===== config.mk =====
export PLATFORM = sky130hd
export DESIGN_NAME = vp_sequencer_flat
export DESIGN_NICKNAME = d
export VERILOG_FILES = /design/src/rtl/vp_sequencer_if.sv /design/src/rtl/vp_sequencer.sv /design/src/flat_wrapper.sv
export SDC_FILE = /design/constraint.sdc
export NUM_CORES = 1
export LEC_CHECK = 0
export CORE_MARGIN = 8
export CORE_UTILIZATION = 40
export DETAILED_ROUTE_END_ITERATION = 10
export REMOVE_ABC_BUFFERS = 1
export SETUP_SLACK_MARGIN = 0.3
export SKIP_CTS_REPAIR_TIMING = 1
export SLEW_MARGIN = 20
export SYNTH_ARGS = -nofsm -noshare
export SYNTH_HDL_FRONTEND = slang
export SYNTH_SLANG_ARGS = --single-unit

===== constraint.sdc =====
create_clock -name clk -period 8.6 [get_ports clk]
set_input_delay 1.72 -clock clk [delete_from_list [all_inputs] [get_ports clk]]
set_output_delay 1.72 -clock clk [all_outputs]
set_load 0.02 [all_outputs]

===== src/rtl/vp_sequencer_if.sv =====
// Program-load channel into the sequencer and issue channel out to the vector processor.
// master is the harness/processor side, slave is the sequencer side.
interface vp_sequencer_if #(
    parameter int unsigned ADDR_W = 9
);
    logic              prog_valid;
    logic              prog_ready;
    logic [1:0]        prog_instr;
    logic [ADDR_W-1:0] prog_addr;
    logic [1:0]        prog_reg;

    logic              vp_en;
    logic [1:0]        vp_instruction;
    logic [ADDR_W-1:0] vp_mem_addr;
    logic [1:0]        vp_reg_select;
    logic              vp_out_of_bound;

    modport master (
        output prog_valid, prog_instr, prog_addr, prog_reg, vp_out_of_bound,
        input  prog_ready, vp_en, vp_instruction, vp_mem_addr, vp_reg_select
    );

    modport slave (
        input  prog_valid, prog_instr, prog_addr, prog_reg, vp_out_of_bound,
        output prog_ready, vp_en, vp_instruction, vp_mem_addr, vp_reg_select
    );
endinterface


===== src/rtl/vp_sequencer.sv =====
// Vector-processor program sequencer: queues a short program, issues one op per cycle,
// screens load/store bounds and latches a sticky fault on any violation.
module vp_sequencer #(
    parameter int unsigned DEPTH     = 8,
    parameter int unsigned ADDR_W    = 9,
    parameter int unsigned MEM_WORDS = 512,
    parameter int unsigned LANES     = 16
) (
    input  logic              clk,
    input  logic              rst_n,
    vp_sequencer_if.slave     bus,
    input  logic              start,
    input  logic              clear,
    output logic              busy,
    output logic              done,
    output logic              fault,
    output logic [1:0]        fault_code,
    output logic [ADDR_W-1:0] fault_addr,
    output logic [7:0]        issued_count
);
    localparam int unsigned       PTR_W    = $clog2(DEPTH);
    localparam int unsigned       CNT_W    = PTR_W + 1;
    localparam logic [CNT_W-1:0]  FULL_CNT = CNT_W'(DEPTH);
    localparam logic [ADDR_W-1:0] MAX_BASE = ADDR_W'(MEM_WORDS - LANES);

    localparam logic [1:0] IDLE  = 2'd0;
    localparam logic [1:0] RUN   = 2'd1;
    localparam logic [1:0] FAULT = 2'd2;

    logic [1:0]        instr_mem [DEPTH];
    logic [ADDR_W-1:0] addr_mem  [DEPTH];
    logic [1:0]        reg_mem   [DEPTH];

    logic [1:0]        state_q, state_d;
    logic [PTR_W-1:0]  wr_ptr_q, wr_ptr_d, rd_ptr_q, rd_ptr_d;
    logic [CNT_W-1:0]  count_q, count_d;
    logic              prog_ready_q, prog_ready_d;
    logic              vp_en_q, vp_en_d;
    logic [1:0]        vp_instr_q, vp_instr_d;
    logic [ADDR_W-1:0] vp_addr_q, vp_addr_d;
    logic [1:0]        vp_reg_q, vp_reg_d;
    logic              done_q, done_d;
    logic [1:0]        fault_code_q, fault_code_d;
    logic [ADDR_W-1:0] fault_addr_q, fault_addr_d;
    logic [7:0]        issued_q, issued_d;
    logic              push, pop, flush;

    logic [1:0]        head_instr;
    logic [ADDR_W-1:0] head_addr;
    logic [1:0]        head_reg;

    assign head_instr = instr_mem[rd_ptr_q];
    assign head_addr  = addr_mem[rd_ptr_q];
    assign head_reg   = reg_mem[rd_ptr_q];

    always_comb begin
        state_d      = state_q;
        vp_en_d      = 1'b0;
        vp_instr_d   = vp_instr_q;
        vp_addr_d    = vp_addr_q;
        vp_reg_d     = vp_reg_q;
        done_d       = 1'b0;
        fault_code_d = fault_code_q;
        fault_addr_d = fault_addr_q;
        issued_d     = issued_q;
        pop          = 1'b0;
        flush        = 1'b0;
        push         = bus.prog_valid && prog_ready_q;

        // Processor-reported bound violation outranks everything else on this edge.
        if (vp_en_q && bus.vp_out_of_bound) begin
            state_d      = FAULT;
            fault_code_d = 2'b10;
            fault_addr_d = vp_addr_q;
            flush        = 1'b1;
        end else begin
            unique case (state_q)
                IDLE: begin
                    if (start) begin
                        issued_d = 8'd0;
                        if (count_q == '0) done_d  = 1'b1;
                        else               state_d = RUN;
                    end
                end
                RUN: begin
                    if (count_q != '0) begin
                        pop = 1'b1;
                        // Loads/stores (opcode bit 1 clear) must fit a full register's span.
                        if (!head_instr[1] && (head_addr > MAX_BASE)) begin
                            state_d      = FAULT;
                            fault_code_d = 2'b01;
                            fault_addr_d = head_addr;
                            flush        = 1'b1;
                        end else begin
                            vp_en_d    = 1'b1;
                            vp_instr_d = head_instr;
                            vp_addr_d  = head_addr;
                            vp_reg_d   = head_reg;
                            issued_d   = issued_q + 8'd1;
                        end
                    end else begin
                        state_d = IDLE;
                        done_d  = 1'b1;
                    end
                end
                FAULT: begin
                    if (clear) begin
                        state_d      = IDLE;
                        fault_code_d = 2'b00;
                        fault_addr_d = '0;
                    end
                end
                default: state_d = IDLE;
            endcase
        end

        wr_ptr_d = wr_ptr_q;
        rd_ptr_d = rd_ptr_q;
        if (flush) begin
            wr_ptr_d = '0;
            rd_ptr_d = '0;
            count_d  = '0;
        end else begin
            if (push) wr_ptr_d = wr_ptr_q + PTR_W'(1);
            if (pop)  rd_ptr_d = rd_ptr_q + PTR_W'(1);
            count_d = count_q + CNT_W'(push) - CNT_W'(pop);
        end
        prog_ready_d = (state_d != FAULT) && (count_d != FULL_CNT);
    end

    always_ff @(posedge clk) begin
        if (push) begin
            instr_mem[wr_ptr_q] <= bus.prog_instr;
            addr_mem[wr_ptr_q]  <= bus.prog_addr;
            reg_mem[wr_ptr_q]   <= bus.prog_reg;
        end
    end

    always_ff @(posedge clk or negedge rst_n) begin
        if (!rst_n) begin
            state_q      <= IDLE;
            wr_ptr_q     <= '0;
            rd_ptr_q     <= '0;
            count_q      <= '0;
            prog_ready_q <= 1'b1;
            vp_en_q      <= 1'b0;
            vp_instr_q   <= 2'b00;
            vp_addr_q    <= '0;
            vp_reg_q     <= 2'b00;
            done_q       <= 1'b0;
            fault_code_q <= 2'b00;
            fault_addr_q <= '0;
            issued_q     <= 8'd0;
        end else begin
            state_q      <= state_d;
            wr_ptr_q     <= wr_ptr_d;
            rd_ptr_q     <= rd_ptr_d;
            count_q      <= count_d;
            prog_ready_q <= prog_ready_d;
            vp_en_q      <= vp_en_d;
            vp_instr_q   <= vp_instr_d;
            vp_addr_q    <= vp_addr_d;
            vp_reg_q     <= vp_reg_d;
            done_q       <= done_d;
            fault_code_q <= fault_code_d;
            fault_addr_q <= fault_addr_d;
            issued_q     <= issued_d;
        end
    end

    assign bus.prog_ready     = prog_ready_q;
    assign bus.vp_en          = vp_en_q;
    assign bus.vp_instruction = vp_instr_q;
    assign bus.vp_mem_addr    = vp_addr_q;
    assign bus.vp_reg_select  = vp_reg_q;
    assign busy               = (state_q == RUN);
    assign fault              = (state_q == FAULT);
    assign done               = done_q;
    assign fault_code         = fault_code_q;
    assign fault_addr         = fault_addr_q;
    assign issued_count       = issued_q;
endmodule


===== src/flat_wrapper.sv =====
// flat-port wrapper written by rule: the top's interface ports become plain ports
module vp_sequencer_flat 
#(
    parameter int unsigned DEPTH     = 8,
    parameter int unsigned ADDR_W    = 9,
    parameter int unsigned MEM_WORDS = 512,
    parameter int unsigned LANES     = 16
)
  (clk, rst_n, start, clear, busy, done, fault, fault_code, fault_addr, issued_count, bus_prog_valid, bus_prog_instr, bus_prog_addr, bus_prog_reg, bus_vp_out_of_bound, bus_prog_ready, bus_vp_en, bus_vp_instruction, bus_vp_mem_addr, bus_vp_reg_select);
  vp_sequencer_if #(.ADDR_W(ADDR_W)) bus_i ();
  input  logic clk;
  input  logic rst_n;
  input  logic start;
  input  logic clear;
  output logic busy;
  output logic done;
  output logic fault;
  output logic [1:0] fault_code;
  output logic [ADDR_W-1:0] fault_addr;
  output logic [7:0] issued_count;
  input wire logic [$bits(bus_i.prog_valid)-1:0] bus_prog_valid;
  input wire logic [$bits(bus_i.prog_instr)-1:0] bus_prog_instr;
  input wire logic [$bits(bus_i.prog_addr)-1:0] bus_prog_addr;
  input wire logic [$bits(bus_i.prog_reg)-1:0] bus_prog_reg;
  input wire logic [$bits(bus_i.vp_out_of_bound)-1:0] bus_vp_out_of_bound;
  output wire logic [$bits(bus_i.prog_ready)-1:0] bus_prog_ready;
  output wire logic [$bits(bus_i.vp_en)-1:0] bus_vp_en;
  output wire logic [$bits(bus_i.vp_instruction)-1:0] bus_vp_instruction;
  output wire logic [$bits(bus_i.vp_mem_addr)-1:0] bus_vp_mem_addr;
  output wire logic [$bits(bus_i.vp_reg_select)-1:0] bus_vp_reg_select;
  assign bus_i.prog_valid = bus_prog_valid;
  assign bus_i.prog_instr = bus_prog_instr;
  assign bus_i.prog_addr = bus_prog_addr;
  assign bus_i.prog_reg = bus_prog_reg;
  assign bus_i.vp_out_of_bound = bus_vp_out_of_bound;
  assign bus_prog_ready = bus_i.prog_ready;
  assign bus_vp_en = bus_i.vp_en;
  assign bus_vp_instruction = bus_i.vp_instruction;
  assign bus_vp_mem_addr = bus_i.vp_mem_addr;
  assign bus_vp_reg_select = bus_i.vp_reg_select;
  vp_sequencer #(.DEPTH(DEPTH), .ADDR_W(ADDR_W), .MEM_WORDS(MEM_WORDS), .LANES(LANES)) u_core (.clk(clk), .rst_n(rst_n), .bus(bus_i), .start(start), .clear(clear), .busy(busy), .done(done), .fault(fault), .fault_code(fault_code), .fault_addr(fault_addr), .issued_count(issued_count));
endmodule

==> metrics.txt, run 1 <==
crit-path max FO=23; clk buf depth=2; outcome=finished clean; Syn-to-layout area delta=21.6%; total global routing overflow=0; clock share of power=0.248; final non-filler cell total=654; Via density=5.17; critical path capture point type=flop; Net Sw Power=0.000968 W; Detailed Routing Iterations Pass 1=4; number of flops mapped to enable cells by yosys=104; Distinct cells, synth=47; max-cap check violation count=0; Slew @ Worst Pin=988 ps; Post-DRT Antenna Nets=0; num rows=45; Slew Viols, Final=0; Reg clk slew, reported paths=60 ps; initial drt markers=310; CTS tree=done; Post-Place Cells=622; Worst R2R Path Depth=7; Max Freq=234 MHz; prevailing post-synth register cell=edfxtp_1; Setup CP Type=in -> reg; GRT Util Overall=0.140; Nets=roughly 460; vias in the first global route=3556; total internal power=0.00180 W; Final Instance Area=0.00762 mm^2; LEAKAGE=2.70 nW; diode count=0; Combinational Power Share=0.371; Setup crit end=u_core.bus.prog_ready; post-synthesis sequential area ratio=0.686; Placer Congestion=0.789; top-level I/O count=56; die height=approximately 140 um; largest net degree at the start of global routing=48; flops & latches, synth=approximately 150; Design Power=0.00277 W; Fill cells=1268; wire length of the first global-routing pass=just over 20000 um; Crit. Startpoint=bus_vp_out_of_bound; Worst setup SP type=input pin; Worst-Skew Late Latency=420 ps; hold path startpoint=u_core.fault_addr[6]; arrival time worst endpoint=4580 ps; Initial Utilization=0.411; power density cells=363 mW/mm^2; Netlist Area Pre-Place=0.00627 mm^2; Die W=roughly 140 um; via count=3381; RSZ-0062 raised after global routing=false; asr flop ratio synth=0.311; # H-tree levels=4; Placed Area=0.00707 mm^2; Switching Share=0.350; FF-to-FF End=u_core.bus.vp_mem_addr[2]; hold crit path type=reg -> reg; endpoints failing setup=0; required time worst endpoint=slightly below 9000 ps; final critical-path required period=4270 ps; Port Buffers=55; r2r setup slk=4880 ps; Synth Instances=approximately 370; die area=0.0199 mm^2; Peak VDD IR=0.187 mV; Fin Setup TNS=0 ps; final clock skew=12.0 ps; synthesized area per cell=17.1 um^2; Hold Violations, Final=0; DR WL/cell=20.2 um; Max-slew headroom=0.341; YS warnings=0; Reg power frac=0.381; Worst R2R Start=u_core.rd_ptr_q[0]; core area=approximately 0.015 mm^2; share of layout cells above drive strength 1=0.203; final wirelength=approximately 13000 um; HPWL Detailed=8450 um; Num CTS Buffers=17; # clock sinks=about 150; antenna violations before repair=0; period utilization=0.496; drc violations=0; WHS=just under 500 ps; clock root cell=clkbuf_16
## power by group through the flow
stage	Combinational, W	Clock, W	Sequential (W)
floorplan	0.000558	0	0.00115
CTS	0.00105	0.000698	0.00106
global placement	0.00102	0	0.00106
detailed placement	0.00104	0	0.00107
global route	0.00112	0.000725	0.00107
finish	0.00103	0.000687	0.00106
## registers in the layout, summed over array words and instances (netlist names)
register / cells
u_core.wr_ptr_q: 3
u_core.bus.prog_ready: 1
u_core.reg_mem: 16
u_core.fault_addr: 9
u_core.done: 1
u_core.bus.vp_mem_addr: 9
u_core.rd_ptr_q: 3
u_core.bus.vp_en: 1
u_core.issued_count: 8
u_core.fault_code: 2
u_core.state_q: 2
u_core.bus.vp_instruction: 2
u_core.addr_mem: 72
u_core.count_q: 4
u_core.bus.vp_reg_select: 2
u_core.instr_mem: 16
## metrics by stage
stage               worst slack (ps)   util
floorplan                       4670      -
global placement                3900  0.463
detailed placement              3910  0.464
CTS                             4340  0.499
global route                    4140  0.499
finish                          4330  0.499
## Yosys cell counts (4+ instances only)
library cell  number  area (um^2)
mux4_2            18          405
ha_1               8          100
nand2_1           13         48.8
a221o_1            4         40.0
a22o_1             7         61.3
nand3_1            5         25.0
clkbuf_1           6         22.5
buf_6              4         45.0
o21ai_0            8         40.0
edfxtp_1         104         3120
a21oi_1           16         80.1
mux4_1             8          210
mux2i_1            8         80.1
mux2_2            20          225
nor3_1             9         45.0
inv_1             12         45.0
nor2_1            18         67.6
dfrtp_1           46         1150
## layer usage
layer	share of wire	track usage	vias up
met4	0.011	0.0390	0
met5	0	0	-
met3	0.046	0.0469	10
met2	0.48	0.225	63
met1	0.46	0.177	1732
li1	-	-	1576
## placed cells by master, fill, tap and decap left out, types with 3 or more instances in the layout
cell / synthesis / routed
edfxtp_1: 104 / 104
clkdlybuf4s50_1: 0 / 54
dfrtp_1: 46 / 46
mux2_2: 20 / 20
mux4_2: 18 / 18
clkbuf_16: 0 / 17
a21oi_1: 16 / 16
nor2_1: 18 / 15
nand2_1: 13 / 13
inv_1: 12 / 12
mux2i_1: 8 / 8
mux4_1: 8 / 8
o21ai_0: 8 / 8
ha_1: 8 / 8
a22o_1: 7 / 7
buf_4: 1 / 7
nand3_1: 5 / 5
nor3_1: 9 / 5
a221o_1: 4 / 4
clkinvlp_4: 0 / 4
and2_1: 3 / 3
nand2b_1: 3 / 3
or3_1: 3 / 3
xnor2_1: 3 / 3
and3_1: 3 / 3
nor2_2: 0 / 3
o21a_1: 3 / 3
mux2_1: 3 / 3
inv_6: 0 / 3
inv_8: 0 / 3
## how the worst min path moves through the flow
stage	slack, ps	cells past startpoint	endpoint
after floorplan	520	1	u_core.state_q[0]
after CTS	500	1	u_core.fault_addr[6]
after global placement	480	1	u_core.fault_addr[6]
after detailed placement	490	1	u_core.fault_addr[6]
after global routing	520	1	u_core.fault_addr[6]
final	490	1	u_core.fault_addr[6]
## cell type report
type | instances | area, um^2 | share of cell area
Tap cell | 211 | 264 | 0.0346
Sequential cell | 151 | 4300 | 0.564
Multi-Input combinational cell | 187 | 1870 | 0.245
Clock inverter | 14 | 118 | 0.0154
Inverter | 12 | 45.0 | 0.00591
Timing Repair Buffer | 61 | 593 | 0.0778
Clock buffer | 18 | 429 | 0.0563
## cells by family (layout without fill, tap and decap cells)
group           Yosys count  in the layout  synth area share
mux                      57             57             0.152
xor+xnor                  5              5           0.00699
flops                   151            151             0.686
compound gates           44             44            0.0495
buf+inv                  28            105            0.0228
fa+ha+maj                 9              9            0.0192
simple gates             72             72            0.0631
## worst max-delay path, stage by stage
cell	delay, ps
clkdlybuf4s50_1	490
and2_1	730
nor2_1	160
ha_1	320
inv_1	40
ha_1	220
fa_1	380
xnor2_1	190
nor4b_1	250
nor4_1	80
No activity file was read; power rests on OpenSTA's default activity.
==> inputs of run 2 (changes only) <==
==> constraint.sdc (replaced) <==
create_clock -name clk -period 3.9 [get_ports clk]
set_input_delay 0.78 -clock clk [delete_from_list [all_inputs] [get_ports clk]]
set_output_delay 0.78 -clock clk [all_outputs]
set_load 0.02 [all_outputs]
==> run 2 against run 1 <==
Compared with the run above: sequential power is 120% higher; register-to-register slack worse by 4300 ps; global-route usage rose by 0.17 points; total power is 120% higher; worst setup slack got worse by 3800 ps; die area unchanged; wire length up 0.74%; clock power rose by 130%; design area up 1.5%; combinational power grew 130%; clock skew hardly changed; critical path type is now reg -> reg; largest cell class unchanged.
==> metrics.txt, run 2 (synthesis gave the netlist of run 1 again) <==
outcome=finished clean; Max Freq=298 MHz; # H-tree levels=4; critical path cell sequence=buf_4 -> mux4_1 -> mux2_2 -> or4_4 -> a311oi_4 -> buf_4 -> a21oi_1 -> mux2i_1; largest net degree at the start of global routing=48; clock root cell=clkbuf_16; Fin Setup TNS=0 ps; endpoints failing setup=0; Worst path max stage delay=620 ps; delay-heaviest family, CP=multiplexers; Detailed Routing Iterations Pass 1=4; LEAKAGE=2.77 nW; Net Sw Power=0.00209 W; wire length of the first global-routing pass=21000 um; Worst R2R Start=u_core.rd_ptr_q[0]; initial drt markers=240; Reg power frac=0.375; Num CTS Buffers=17; arrival time worst endpoint=3690 ps; Port Buffers=55; CTS tree=done; drc violations=0; total global routing overflow=0; total internal power=0.00413 W; RSZ-0062 raised after global routing=false; Max stage delay cell, worst path=a311oi_4; Slew Viols, Final=0; GRT Util Overall=0.142; die height=141 um; HPWL Detailed=8770 um; antenna violations before repair=0; Fill cells=1270; Biggest register=u_core.addr_mem; final non-filler cell total=667; crit-path max FO=18; core area=0.0153 mm^2; vias in the first global route=3680; Nets=roughly 470; top-level I/O count=56; final wirelength=approximately 13000 um; hold crit path type=in -> async; Via density=5.24; Combinational Power Share=0.373; num rows=45; clock share of power=0.252; Setup CP Type=reg -> reg; r2r setup slk=550 ps; period utilization=0.860; most used cell, CP=buf_4; Design Power=0.00622 W; critical path capture point type=flop; commonest cells after routing, fill and taps aside=edfxtp_1, clkdlybuf4s50_1, dfrtp_1; Worst-Skew Late Latency=420 ps; # clock sinks=151; Placed Area=0.00717 mm^2; max-cap check violation count=0; Initial Utilization=0.411; clk buf depth=2; Peak VDD IR=0.416 mV; die area=around 0.020 mm^2; required time worst endpoint=~4200 ps; diode count=0; Reg clk slew, reported paths=roughly 60 ps; Max-slew headroom=0.585; Die W=141 um; Post-DRT Antenna Nets=0; Placer Congestion=0.786; share of layout cells above drive strength 1=0.211; max reg flops=72; final critical-path required period=3350 ps; most common cell after layout, fill and taps aside=edfxtp_1; Syn-to-layout area delta=23.4%; via count=between 3k and 4k; DR WL/cell=20.0 um; WHS=between 300 and 400 ps; Worst setup SP type=flop; biggest regs=u_core.addr_mem: 72 flops, u_core.instr_mem: 16 flops, u_core.reg_mem: 16 flops; FF-to-FF End=u_core.rd_ptr_q[2]; Switching Share=0.336; Final Instance Area=0.00773 mm^2; Hold Violations, Final=0; final clock skew=11.6 ps; power density cells=~800 mW/mm^2; Post-Place Cells=635; Worst R2R Path Depth=8; Slew @ Worst Pin=approximately 620 ps; worst path bufs/invs=2
## run 2: changes by cell type in the layout (fill, tap and decap cells not counted)
cell,before,now
clkinv_4,2,1
inv_6,3,2
nor2_2,3,0
buf_4,7,20
clkinv_1,0,1
clkinv_2,2,1
bufinv_16,0,2
clkbuf_1,1,4
nor3_4,2,3
nor2_1,15,18
nor3_2,2,1
inv_8,3,0
## run 2: area by class of cell
class | instances | area (um^2) | share of cell area
Clock inverter | 11 | 125 | 0.0162
Sequential cell | 151 | 4300 | 0.556
Timing Repair Buffer | 74 | 691 | 0.0893
Tap cell | 211 | 264 | 0.0341
Multi-Input combinational cell | 187 | 1870 | 0.242
Clock buffer | 21 | 440 | 0.0569
Inverter | 12 | 45.0 | 0.00582
## run 2: power by group through the flow
stage               clock [W]  sequential (W)  combinational [W]
global placement            0         0.00235            0.00230
floorplan                   0         0.00254            0.00123
global route          0.00166         0.00238            0.00254
CTS                   0.00160         0.00234            0.00236
finish                0.00157         0.00234            0.00232
detailed placement          0         0.00237            0.00236
## run 2: stage by stage
step                utilization  setup slack [ps]
floorplan                     -             -30.1
global placement          0.470               585
detailed placement        0.470               515
CTS                       0.507               487
global route              0.507               363
finish                    0.507               545
## run 2: how the worst max path moves through the flow
| stage | startpoint | end | slack (ps) | cells after the start |
|---|---|---|---|---|
| 2_1_floorplan | u_core.rd_ptr_q[0] | u_core.bus.vp_instruction[1] | -30 | 5 |
| 3_3_place_gp | u_core.rd_ptr_q[0] | u_core.rd_ptr_q[2] | 580 | 8 |
| 3_5_place_dp | u_core.rd_ptr_q[0] | u_core.rd_ptr_q[2] | 510 | 8 |
| 5_1_grt | u_core.rd_ptr_q[0] | u_core.rd_ptr_q[2] | 360 | 8 |
| 6_report | u_core.rd_ptr_q[0] | u_core.rd_ptr_q[2] | 550 | 8 |
| 4_1_cts | u_core.rd_ptr_q[0] | u_core.rd_ptr_q[2] | 490 | 8 |
## run 2: metal layers
metal / routed length [um] / part of all wire / global-route usage
met1: 5760 / 0.43 / 0.173
met2: 6560 / 0.49 / 0.234
met3: 864 / 0.065 / 0.0429
met4: 154 / 0.012 / 0.0503
met5: 0 / 0 / 0
==> inputs of run 3 (changes only) <==
--- a/config.mk
+++ b/config.mk
@@ -7,7 +7,10 @@
 export LEC_CHECK = 0
 export CORE_MARGIN = 8
 export CORE_UTILIZATION = 40
+export CTS_CLUSTER_SIZE = 8
 export DETAILED_ROUTE_END_ITERATION = 10
+export GPL_TIMING_DRIVEN = 0
+export HOLD_SLACK_MARGIN = 0.08
 export REMOVE_ABC_BUFFERS = 1
 export SETUP_SLACK_MARGIN = 0.3
 export SKIP_CTS_REPAIR_TIMING = 1
==> run 3 against run 2 <==
Compared with the run above: hold slack worse by 22 ps; clock-buffer cell count is 3 lower; wire length shrank 3.8%; flip-flop and latch count did not move; non-clock buffer count is 1 lower; maximum frequency down 2.3%; combinational power fell by 3%; largest cell class unchanged; global-route usage is 0.37 points lower; total power down 0.79%; sequential share of layout area fell by 0.15 points.
==> metrics.txt, run 3 (synthesis gave the netlist of run 1 again) <==
Final Instance Area=0.00776 mm^2; num rows=45; Initial Utilization=0.411; via count=between 3k and 4k; wire length of the first global-routing pass=between 20000 and 25000 um; Nets=470; critical path cell sequence=buf_12 -> mux4_1 -> mux2_2 -> or4_4 -> and3_1 -> nor4_2 -> mux2_1; Max stage delay cell, worst path=dfrtp_2; most common cell after layout, fill and taps aside=edfxtp_1; top-level I/O count=56; Reg power frac=0.386; drc violations=0; clock root cell=clkbuf_16; Syn-to-layout area delta=23.8%; clock share of power=0.251; share of layout cells above drive strength 1=0.231; clk buf depth=2; Die W=141 um; endpoints failing setup=0; arrival time worst endpoint=3740 ps; crit-path max FO=19; critical path capture point type=flop; DR WL/cell=just under 20 um; period utilization=0.881; # clock sinks=approximately 150; HPWL Detailed=8910 um; Worst setup SP type=flop; antenna violations before repair=0; LEAKAGE=2.78 nW; hold crit path type=in -> async; Slew Viols, Final=0; Switching Share=0.345; required time worst endpoint=4210 ps; core area=about 0.015 mm^2; RSZ-0062 raised after global routing=false; Reg clk slew, reported paths=70 ps; outcome=finished clean; Hold Violations, Final=0; Placer Congestion=0.792; biggest regs=u_core.addr_mem: 72 flops, u_core.instr_mem: 16 flops, u_core.reg_mem: 16 flops; final clock skew=between 9 and 10 ps; Design Power=0.00617 W; Num CTS Buffers=17; Post-DRT Antenna Nets=0; Placed Area=0.00717 mm^2; Port Buffers=between 50 and 60; Worst path max stage delay=roughly 620 ps; power density cells=795 mW/mm^2; final wirelength=roughly 13000 um; initial drt markers=162; Peak VDD IR=0.408 mV; GRT Util Overall=0.138; vias in the first global route=between 3k and 4k; total internal power=0.00404 W; Setup CP Type=reg -> reg; Post-Place Cells=631; CTS tree=done; # H-tree levels=4; Worst-Skew Late Latency=430 ps; die area=0.0199 mm^2; largest net degree at the start of global routing=48; total global routing overflow=0; Max-slew headroom=0.447; Max Freq=between 200 and 300 MHz; pre-CTS setup slack=-97.3 ps; Net Sw Power=about 0.0021 W; Slew @ Worst Pin=roughly 830 ps; Via density=5.21; Biggest register=u_core.addr_mem; PnR worst setup slack=approximately 470 ps; Fin Setup TNS=0 ps; max reg flops=a little over 70; Combinational Power Share=0.363; diode count=0; final critical-path required period=3430 ps; max-cap check violation count=0; commonest cells after routing, fill and taps aside=edfxtp_1, clkdlybuf4s50_1, dfrtp_1; Detailed Routing Iterations Pass 1=4; final non-filler cell total=roughly 670; die height=roughly 140 um
==> run 3: cell count changes in the layout (fill, tap and decap cells not counted), sizes merged <==
cell and change:
bufinv -2, clkinvlp -1, inv +7, clkbuf -3
buf -1, clkinv -1
==> run 3: worst paths after layout <==
| check | slack [ps] | startpoint | end | cells after the start |
|---|---|---|---|---|
| min in group clk | 490 | u_core.fault_addr[6] | u_core.fault_addr[6] | 1 |
| worst min-delay path | 370 | rst_n | u_core.fault_addr[8] | 1 |
| worst max-delay path | 470 | u_core.rd_ptr_q[0] | u_core.issued_count[7] | 7 |
| max in group asynchronous | 3080 | rst_n | u_core.rd_ptr_q[1] | 1 |
| worst max register to register | 470 | u_core.rd_ptr_q[0] | u_core.issued_count[7] | 7 |
| worst min register to register | 490 | u_core.fault_addr[6] | u_core.fault_addr[6] | 1 |
==> run 3: area by class of cell <==
cell class                 instances  area (um^2)
multi-input combinational        187         1860
timing repair buffer              73          726
clock buffer                      18          429
fill                            1279         7500
clock inverter                    14          134
sequential                       151         4300
tap                              211          264
inverter                          12         45.0
==> run 3: worst max-delay path: cells and delay by family (launching register included) <==
family	cells	cell delay [ps]
buf+inv	1	250
flops	1	620
mux	3	1230
simple gates	3	1230
==> run 3: power by group through the flow <==
stage / clock [W] / combinational [W] / sequential [W]
finish: 0.00155 / 0.00224 / 0.00238
global route: 0.00165 / 0.00245 / 0.00243
CTS: 0.00158 / 0.00225 / 0.00239
detailed placement: 0 / 0.00224 / 0.00242
global placement: 0 / 0.00208 / 0.00246
floorplan: 0 / 0.00123 / 0.00254
==> run 3: per-stage QoR <==
step / hold slack [ps] / utilization
6_report: 366 / 0.509
5_1_grt: 405 / 0.509
4_1_cts: 389 / 0.507
3_5_place_dp: 488 / 0.470
3_3_place_gp: 478 / 0.458
2_1_floorplan: 484 / -
==> run 3: per-layer routing <==
metal	part of all wire	global-route usage	up-vias
li1	-	-	1592
met1	0.46	0.172	1773
met2	0.48	0.217	85
met3	0.050	0.0459	17
met4	0.016	0.0554	0
met5	0	0	-
